File: src/rtl/mult_drv_pkg.sv
// rtl/mult_drv_pkg.sv - shared types and helpers for the multiplier request driver
package mult_drv_pkg;

    typedef enum logic [1:0] {
        IDLE,
        REQ,
        WAIT_RES,
        HOLD_OUT
    } state_t;

    localparam int STATUS_ARG_PERR = 0;
    localparam int STATUS_RES_PERR = 1;
    localparam int STATUS_TIMEOUT  = 2;

    typedef struct packed {
        logic [15:0] a;
        logic [15:0] b;
        logic [1:0]  inject;
    } fifo_entry_t;

    function automatic logic parity16(input logic [15:0] data);
        return ^data;
    endfunction

endpackage

File: src/rtl/mult_drv_fifo.sv
// rtl/mult_drv_fifo.sv - synchronous operand FIFO with full/empty flags
module mult_drv_fifo #(
    parameter int  DEPTH   = 4,
    parameter type entry_t = logic [7:0]
) (
    input  logic   clk,
    input  logic   rst,
    input  logic   push,
    input  entry_t push_data,
    input  logic   pop,
    output entry_t pop_data,
    output logic   full,
    output logic   empty
);
    localparam int AW = $clog2(DEPTH);

    entry_t        mem [DEPTH];
    logic [AW-1:0] wr_ptr;
    logic [AW-1:0] rd_ptr;
    logic [AW:0]   count;
    logic          do_push;
    logic          do_pop;

    assign full     = (count == (AW+1)'(DEPTH));
    assign empty    = (count == '0);
    assign do_push  = push && !full;
    assign do_pop   = pop && !empty;
    assign pop_data = mem[rd_ptr];

    // Pointers wrap naturally because DEPTH is a power of two.
    always_ff @(posedge clk) begin
        if (rst) begin
            wr_ptr <= '0;
            rd_ptr <= '0;
            count  <= '0;
        end else begin
            if (do_push) wr_ptr <= wr_ptr + 1'b1;
            if (do_pop)  rd_ptr <= rd_ptr + 1'b1;
            case ({do_push, do_pop})
                2'b10:   count <= count + 1'b1;
                2'b01:   count <= count - 1'b1;
                default: ;
            endcase
        end
    end

    always_ff @(posedge clk) begin
        if (do_push) mem[wr_ptr] <= push_data;
    end

endmodule

File: src/rtl/mult_req_driver.sv
// rtl/mult_req_driver.sv - feeds a parity-protected multiplier from an operand stream
module mult_req_driver
    import mult_drv_pkg::*;
#(
    parameter int FIFO_DEPTH     = 4,
    parameter int TIMEOUT_CYCLES = 255
) (
    input  logic        clk,
    input  logic        rst,
    input  logic        in_valid,
    output logic        in_ready,
    input  logic [15:0] in_a,
    input  logic [15:0] in_b,
    input  logic [1:0]  in_inject_err,
    output logic        mult_req,
    output logic [15:0] mult_arg_a,
    output logic        mult_arg_a_parity,
    output logic [15:0] mult_arg_b,
    output logic        mult_arg_b_parity,
    input  logic        mult_ack,
    input  logic [31:0] mult_result,
    input  logic        mult_result_parity,
    input  logic        mult_result_rdy,
    input  logic        mult_arg_parity_error,
    output logic        out_valid,
    input  logic        out_ready,
    output logic [31:0] out_result,
    output logic [2:0]  out_status,
    output logic        busy
);
    localparam logic [7:0] TIMEOUT_LAST   = 8'(TIMEOUT_CYCLES - 1);
    localparam logic [2:0] TIMEOUT_STATUS = 3'b001 << STATUS_TIMEOUT;

    state_t      state;
    state_t      state_next;
    fifo_entry_t push_entry;
    fifo_entry_t head;
    logic        fifo_full;
    logic        fifo_empty;
    logic        pop;
    logic [7:0]  cnt;
    logic [7:0]  cnt_next;
    logic        req_next;
    logic [15:0] a_next;
    logic [15:0] b_next;
    logic        pa_next;
    logic        pb_next;
    logic        valid_next;
    logic [31:0] result_next;
    logic [2:0]  status_next;
    logic [2:0]  cap_status;

    assign push_entry = '{a: in_a, b: in_b, inject: in_inject_err};
    assign in_ready   = !fifo_full;
    assign busy       = (state != IDLE) || !fifo_empty;

    mult_drv_fifo #(
        .DEPTH   (FIFO_DEPTH),
        .entry_t (fifo_entry_t)
    ) u_fifo (
        .clk       (clk),
        .rst       (rst),
        .push      (in_valid),
        .push_data (push_entry),
        .pop       (pop),
        .pop_data  (head),
        .full      (fifo_full),
        .empty     (fifo_empty)
    );

    always_comb begin
        cap_status                  = '0;
        cap_status[STATUS_ARG_PERR] = mult_arg_parity_error;
        cap_status[STATUS_RES_PERR] = (^mult_result) != mult_result_parity;
    end

    always_ff @(posedge clk) begin
        if (rst) begin
            state             <= IDLE;
            cnt               <= '0;
            mult_req          <= 1'b0;
            mult_arg_a        <= '0;
            mult_arg_b        <= '0;
            mult_arg_a_parity <= 1'b0;
            mult_arg_b_parity <= 1'b0;
            out_valid         <= 1'b0;
            out_result        <= '0;
            out_status        <= '0;
        end else begin
            state             <= state_next;
            cnt               <= cnt_next;
            mult_req          <= req_next;
            mult_arg_a        <= a_next;
            mult_arg_b        <= b_next;
            mult_arg_a_parity <= pa_next;
            mult_arg_b_parity <= pb_next;
            out_valid         <= valid_next;
            out_result        <= result_next;
            out_status        <= status_next;
        end
    end

    // A new pop only happens from IDLE, so one multiplier transaction is in flight at most.
    always_comb begin
        state_next  = state;
        cnt_next    = cnt;
        req_next    = mult_req;
        a_next      = mult_arg_a;
        b_next      = mult_arg_b;
        pa_next     = mult_arg_a_parity;
        pb_next     = mult_arg_b_parity;
        valid_next  = out_valid;
        result_next = out_result;
        status_next = out_status;
        pop         = 1'b0;
        unique case (state)
            IDLE: begin
                if (!fifo_empty) begin
                    pop        = 1'b1;
                    a_next     = head.a;
                    b_next     = head.b;
                    pa_next    = parity16(head.a) ^ head.inject[0];
                    pb_next    = parity16(head.b) ^ head.inject[1];
                    req_next   = 1'b1;
                    cnt_next   = '0;
                    state_next = REQ;
                end
            end
            REQ: begin
                cnt_next = cnt + 8'd1;
                if (mult_ack) begin
                    req_next = 1'b0;
                    if (mult_result_rdy) begin
                        result_next = mult_result;
                        status_next = cap_status;
                        valid_next  = 1'b1;
                        state_next  = HOLD_OUT;
                    end else begin
                        cnt_next   = '0;
                        state_next = WAIT_RES;
                    end
                end else if (cnt == TIMEOUT_LAST) begin
                    req_next    = 1'b0;
                    result_next = '0;
                    status_next = TIMEOUT_STATUS;
                    valid_next  = 1'b1;
                    state_next  = HOLD_OUT;
                end
            end
            WAIT_RES: begin
                cnt_next = cnt + 8'd1;
                if (mult_result_rdy) begin
                    result_next = mult_result;
                    status_next = cap_status;
                    valid_next  = 1'b1;
                    state_next  = HOLD_OUT;
                end else if (cnt == TIMEOUT_LAST) begin
                    result_next = '0;
                    status_next = TIMEOUT_STATUS;
                    valid_next  = 1'b1;
                    state_next  = HOLD_OUT;
                end
            end
            HOLD_OUT: begin
                if (out_ready) begin
                    valid_next = 1'b0;
                    state_next = IDLE;
                end
            end
            default: state_next = IDLE;
        endcase
    end

endmodule

File: config.mk
export PLATFORM = sky130hd
export DESIGN_NAME = mult_req_driver
export DESIGN_NICKNAME = d
export VERILOG_FILES = /design/src/rtl/mult_drv_pkg.sv /design/src/rtl/mult_drv_fifo.sv /design/src/rtl/mult_req_driver.sv
export SDC_FILE = /design/constraint.sdc
export NUM_CORES = 1
export LEC_CHECK = 0
export ABC_CLOCK_PERIOD_IN_PS = 3150
export BUFFER_PORTS_ARGS = -buffer_cell sky130_fd_sc_hd__clkbuf_2
export CAP_MARGIN = 25
export CELL_PAD_IN_SITES_DETAIL_PLACEMENT = 2
export CELL_PAD_IN_SITES_GLOBAL_PLACEMENT = 2
export CORE_MARGIN = 2
export CORE_UTILIZATION = 39
export DETAILED_ROUTE_END_ITERATION = 8
export PLACE_DENSITY = 0.78
export SYNTH_ARGS = -nofsm -noshare
export SYNTH_HDL_FRONTEND = slang
export SYNTH_SLANG_ARGS = --single-unit
File: constraint.sdc
create_clock -name clk -period 3.15 [get_ports clk]
set_input_delay 0.63 -clock clk [delete_from_list [all_inputs] [get_ports clk]]
set_output_delay 0.63 -clock clk [all_outputs]
set_load 0.005 [all_outputs]
==> flow_summary.yaml, run 1 <==
global_route:
  grt_max_degree: 36
  antenna_found_initial: 1
  grt_pass1_vias: 6529
  track_usage_pct: 20.21
  grt_pass1_wl_um: 37590
  grt_overflow: 0
clock_tree:
  ctsResizeCount: 0
  hold_buffers: 0
  cts_tree: "done"
  cts-root-buf: "clkbuf_16"
  cts_buffer_depth: 3
  htree_levels: 1
  cts_sinks: 226
  cts_setup_buffers: 0
  cts.reportedPaths.clkPinSlew_ps: 60
  cts_buffers: 25
  clock_latency_ps: 520
final_layout:
  multiInputGateArea_um2: 2910
  final_area_um2: 10870
  n_antenna_cell: 0
  syn_to_final_growth_pct: 20.50
  regArea_um2: 5887
  fin_cells: 1101
  layout_commonest_cell: "clkbuf_2"
  drive_gt1_share_pct: 28.19
  fin_nets: 887
  fillers: 2205
  final_cell_mix: "clkbuf_2, edfxtp_1, dfxtp_1"
timing:
  setup_viol: 0
  fin_crit_sh_pct: 89.60
  clock.fmax_mhz: 354.3
  period_needed_ps: 2822
  tns_ps: 0
  relSlewSlack_pct: 46.76
  worst_pin_slew_ps: 798.6
  hold_viol_final: 0
  rsz0062_at_grt: "false"
  finClkSkew_ps: 12.38
  worst_slack_ps: 327.6
  drv_slew: 0
worst_setup_path:
  worst_setup_path_start_kind: "register"
  crit_required_ps: 3560
  rr_endpoint: "mult_arg_b_parity"
  cp_common_cell: "xnor2_1"
  crit_chain: "buf_4 -> mux4_2 -> xnor2_1 -> xnor2_1 -> xnor2_1 -> xnor2_1 -> xnor2_1 -> a22o_1"
  crit_slowest_cell: "mux4_2"
  path_class: "register to register"
  cp.depth: 8
  cp_max_fo: 15
  reg2reg_setup_slack_ps: 330
  crit_path_end: "mult_arg_b_parity"
  arrival_ps: 3230
  rr_worst_depth: 8
  path_delay_family: "XOR/XNOR gates"
  worstSetupEndpointType: "register"
  critPathMaxStageDelay_ps: 590
  cp_num_buf_inv: 1
die:
  initial_core_util_pct: 39.85
  die_h_um: 156.1
  rows: 55
  fp.dieW_um: 156.1
  core_um2: 22640
  pin_count: 147
  dieArea_um2: 24360
pwr:
  cellLeakagePower_nw: 4.048
  p_comb_share_pct: 33.7
  p_int_mw: 6.846
  p_clk_share_pct: 28.6
  ir_worst_vdd_mv: 0.4881
  power_density_nw_per_um2: 939.9
  power.switching_mw: 3.371
  p_seq_share_pct: 37.6
  power.total_mw: 10.22
  p_sw_share_pct: 32.99
drt:
  drt_iter0_drc: 328
  wl_per_cell_um: 22.45
  drt_first_pass_iters: 4
  drc_errors: 0
  ant_nets: 0
  drt-total-wl_um: 24720
  vias: 5791
  via_per_inst: 5.260
synth:
  ys_async_sr_fraction_pct: 0
  avgSynthCellArea_um2: 14.12
  yosys-top-cells-area: "edfxtp_1, dfxtp_1, mux4_2"
  synth-edff-count: 136
  syn_nets: 728
  yosysWarnings: 0
  yosysSeqAreaShare_pct: 65.24
  ys.flop_type: "edfxtp_1"
  yosysTopAreaCell: "edfxtp_1"
  yosysUniqueCellTypes: 42
  synth_seq_cells: 226
  syn_inst: 639
  synth_top_area_share_pct: 45.27
  synth_area_um2: 9021
placement:
  dp_cells: 1056
  io_buffer_count: 146
  placed_area_um2: 10050
  gp_congestion: 0.7400
  dpl_worst_slack_ps: 262.5
  post-dp-hpwl_um: 16990
worst_hold_path:
  worstHoldPathType: "input port to register"
status:
  outcome: "completed"
job:
  maxCapViolCount: 0
## power groups by stage
stage / registers [mW] / clock network, mW / logic (mW)
after global routing: 3.90 / 3.10 / 3.82
final: 3.85 / 2.92 / 3.45
after floorplan: 3.84 / 0 / 2.41
after detailed placement: 3.91 / 0 / 3.48
after global placement: 3.86 / 0 / 3.27
after CTS: 3.85 / 2.98 / 3.53
## layout make-up
class	count	share of cell area (%)
Clock inverter	11	1.174
Multi-Input combinational cell	371	26.77
Clock buffer	34	6.342
Inverter	11	0.3798
Tap cell	285	3.280
Sequential cell	226	54.16
Timing Repair Buffer	163	7.896
## metrics by stage
| step | hold slack (ps) | util (%) |
|---|---|---|
| after floorplan | 452.7 | - |
| after global placement | 442.2 | 44.40 |
| after detailed placement | 454.3 | 44.40 |
| after CTS | 308.9 | 48.01 |
| after global routing | 317.3 | 48.01 |
| final | 328.1 | 48.01 |
## worst min path at each step
stage | slack, ps | from | endpoint | cells past startpoint
floorplan | 450 | mult_arg_a[0] | mult_arg_a[0] | 2
global placement | 440 | mult_arg_b[2] | mult_arg_b[2] | 2
detailed placement | 450 | mult_arg_b[7] | mult_arg_b[7] | 2
CTS | 310 | in_b[1] | u_fifo.mem[1][3] | 1
global route | 320 | in_b[1] | u_fifo.mem[1][3] | 1
finish | 330 | in_b[1] | u_fifo.mem[1][3] | 1
## cell families after synthesis
| group | count (synthesis) | synth area share (%) |
|---|---|---|
| compound gates | 88 | 6.103 |
| xor+xnor | 74 | 7.503 |
| fa+ha+maj | 15 | 2.164 |
| buf+inv | 42 | 2.607 |
| flops | 226 | 65.24 |
| mux | 34 | 8.946 |
| simple gates | 160 | 7.434 |
## synth_stat cells (3+ instances only)
| cell | number |
|---|---|
| nand2_1 | 74 |
| o21ai_0 | 3 |
| nor2_1 | 57 |
| ha_1 | 14 |
| dfxtp_1 | 90 |
| inv_1 | 10 |
| mux4_1 | 11 |
| edfxtp_1 | 136 |
| clkbuf_1 | 17 |
| nand2b_1 | 4 |
| nor3_1 | 6 |
| a21oi_1 | 43 |
| xor2_1 | 16 |
| and3_1 | 8 |
| xnor2_1 | 55 |
| mux4_2 | 23 |
| a22oi_1 | 35 |
| buf_1 | 4 |
## registers in the layout, indices dropped and copies added (netlist names), named ones only
signal,cells
cnt,8
mult_arg_a,16
mult_arg_a_parity,1
mult_arg_b,16
mult_arg_b_parity,1
mult_req,1
out_result,32
out_status,3
out_valid,1
state,2
u_fifo.count,3
u_fifo.mem,136
u_fifo.rd_ptr,2
u_fifo.wr_ptr,2
## per-layer routing
| layer | vias up | track usage [%] | share of wire, % |
|---|---|---|---|
| met3 | 27 | 3.472 | 5.2 |
| met5 | - | 0 | 0.049 |
| met2 | 167 | 38.24 | 52 |
| met4 | 2 | 3.888 | 1.3 |
| li1 | 2643 | - | - |
| met1 | 2952 | 24.19 | 41 |
Note: power is estimated with default switching activity, not from simulation.
==> inputs of run 2 (changes only) <==
--- a/config.mk
+++ b/config.mk
@@ -14,6 +14,7 @@
 export CORE_UTILIZATION = 39
 export DETAILED_ROUTE_END_ITERATION = 8
 export PLACE_DENSITY = 0.78
+export RECOVER_POWER = 50
 export SYNTH_ARGS = -nofsm -noshare
 export SYNTH_HDL_FRONTEND = slang
 export SYNTH_SLANG_ARGS = --single-unit
==> run 2 against run 1 <==
The run now ends with max-capacitance violations, max-slew violations left. Maximum frequency about the same. Clock power is essentially flat. Die area did not move. Wire length increased by 0.45%. Non-clock buffer count stayed put. Sequential share of layout area increased by 0.50 points. Setup slack worse by 1.8 ps. Clock skew about the same. Cell area is 0.91% lower. Combinational power fell by 1%. Register-to-register slack barely moved. Global-route usage did not move.
==> flow_summary.yaml, run 2 (synthesis gave the netlist of run 1 again) <==
status:
  failed_checks: "max-capacitance violations, max-slew violations"
  outcome: "complete, but fails checks"
die:
  pin_count: 147
  dieArea_um2: 24360
  die_h_um: 156.1
  initial_core_util_pct: 39.85
  fp.dieW_um: 156.1
  rows: 55
  core_um2: 22640
drt:
  ant_nets: 0
  drc_errors: 0
  drt-total-wl_um: 24830
  vias: 5798
  wl_met3_um: 1280
  topRoutingLayerUsed: "met5"
  via_per_inst: 5.266
  wl_met2_um: 12960
  routedLengthMet1_um: 10250
  drt_iter0_drc: 338
  drt_first_pass_iters: 4
  wl_per_cell_um: 22.55
worst_setup_path:
  cp_max_fo: 15
  arrival_ps: 3230
  crit_required_ps: 3560
  worstSetupEndpointType: "register"
  rr_worst_depth: 8
  path_class: "register to register"
  worst_setup_path_start_kind: "register"
pwr:
  power.total_mw: 10.18
  ir_worst_vdd_mv: 0.4876
  power_density_nw_per_um2: 945.2
  cellLeakagePower_nw: 3.809
final_layout:
  syn_to_final_growth_pct: 19.40
  drive_gt1_share_pct: 18.75
  layout_commonest_cell: "edfxtp_1"
  largest_reg_flops: 136
  n_antenna_cell: 0
  final_cell_mix: "edfxtp_1, dfxtp_1, clkbuf_1"
  fin_nets: 887
  reg_top3: "u_fifo.mem x136, out_result x32"
  regMostFlops: "u_fifo.mem"
  fillers: 2236
worst_hold_path:
  hold_depth: 1
  worstHoldPathType: "input port to register"
job:
  maxCapViolCount: 1
clock_tree:
  cts-root-buf: "clkbuf_16"
  cts.reportedPaths.clkPinSlew_ps: 60
  ctsResizeCount: 0
  htree_levels: 1
  cts_buffer_depth: 3
  hold_buffers: 0
  cts_buffers: 25
  cts_tree: "done"
  cts_sinks: 226
  clock_latency_ps: 520
  cts_setup_buffers: 0
global_route:
  grt_pass1_vias: 6529
  grt_overflow: 0
  grt_max_degree: 36
  track_usage_pct: 20.21
  grt_pass1_wl_um: 37590
  antenna_found_initial: 1
timing:
  setup_viol: 0
  tns_ps: 0
  fin_hold_ws_ps: 364.4
  hold_viol_final: 0
  relSlewSlack_pct: -25.30
  clock.fmax_mhz: 354.1
  rsz0062_at_grt: "false"
  fin_crit_sh_pct: 89.66
  finClkSkew_ps: 12.09
  drv_slew: 36
  period_needed_ps: 2824
  worst_pin_slew_ps: 1880
placement:
  io_buffer_count: 146
  post-dp-hpwl_um: 16990
  gp_congestion: 0.7400
run 2: cell types whose count changed in the layout (fill, tap and decap cells not counted):
cell	before	now
and3_2	4	2
buf_2	1	0
buf_4	17	16
clkbuf_2	145	72
and3_1	4	6
clkbuf_1	6	81
run 2: final cells by class:
type | count | area [um2] | area share, %
Clock inverter | 11 | 127.6 | 1.185
Clock buffer | 34 | 689.4 | 6.400
Sequential cell | 226 | 5887 | 54.65
Timing Repair Buffer | 163 | 762.0 | 7.074
Multi-Input combinational cell | 371 | 2908 | 26.99
Inverter | 11 | 41.29 | 0.3833
Tap cell | 285 | 356.6 | 3.310
run 2: final timing paths:
| path | from | to | slack (ps) |
|---|---|---|---|
| max | register | mult_arg_b_parity | 330 |
| min | in_b[1] | u_fifo.mem[1][3] | 360 |
| max reg2reg | register | mult_arg_b_parity | 330 |
| min reg2reg | mult_arg_b[7] | mult_arg_b[7] | 460 |
run 2: critical path: stages, from the launching register on:
cell and delay [ps]:
dfxtp_2 580, buf_4 400, mux4_2 590, xnor2_1 300
xnor2_1 190, xnor2_1 120, xnor2_1 250, xnor2_1 100
a22o_1 180
run 2: layer usage:
layer	up-vias	track usage, %
met5	-	0
met4	2	3.888
met2	176	38.24
li1	2636	-
met1	2957	24.19
met3	27	3.472
run 2: where the power goes:
group	total [mW]	switching, mW	internal [mW]
clock network	2.92	1.15	1.77
registers	3.85	0.239	3.61
logic	3.41	1.98	1.43
run 2: through the flow:
step / util, % / setup slack (ps) / instance area, um2 / instances
6_report: 47.58 / 325.8 / 10770 / 1101
2_1_floorplan: - / 626.8 / 9021 / 639
5_1_grt: 47.58 / 78.89 / 10770 / 1101
4_1_cts: 48.01 / 263.3 / 10870 / 1101
3_3_place_gp: 44.40 / 459.5 / 10050 / 1056
3_5_place_dp: 44.40 / 262.5 / 10050 / 1056
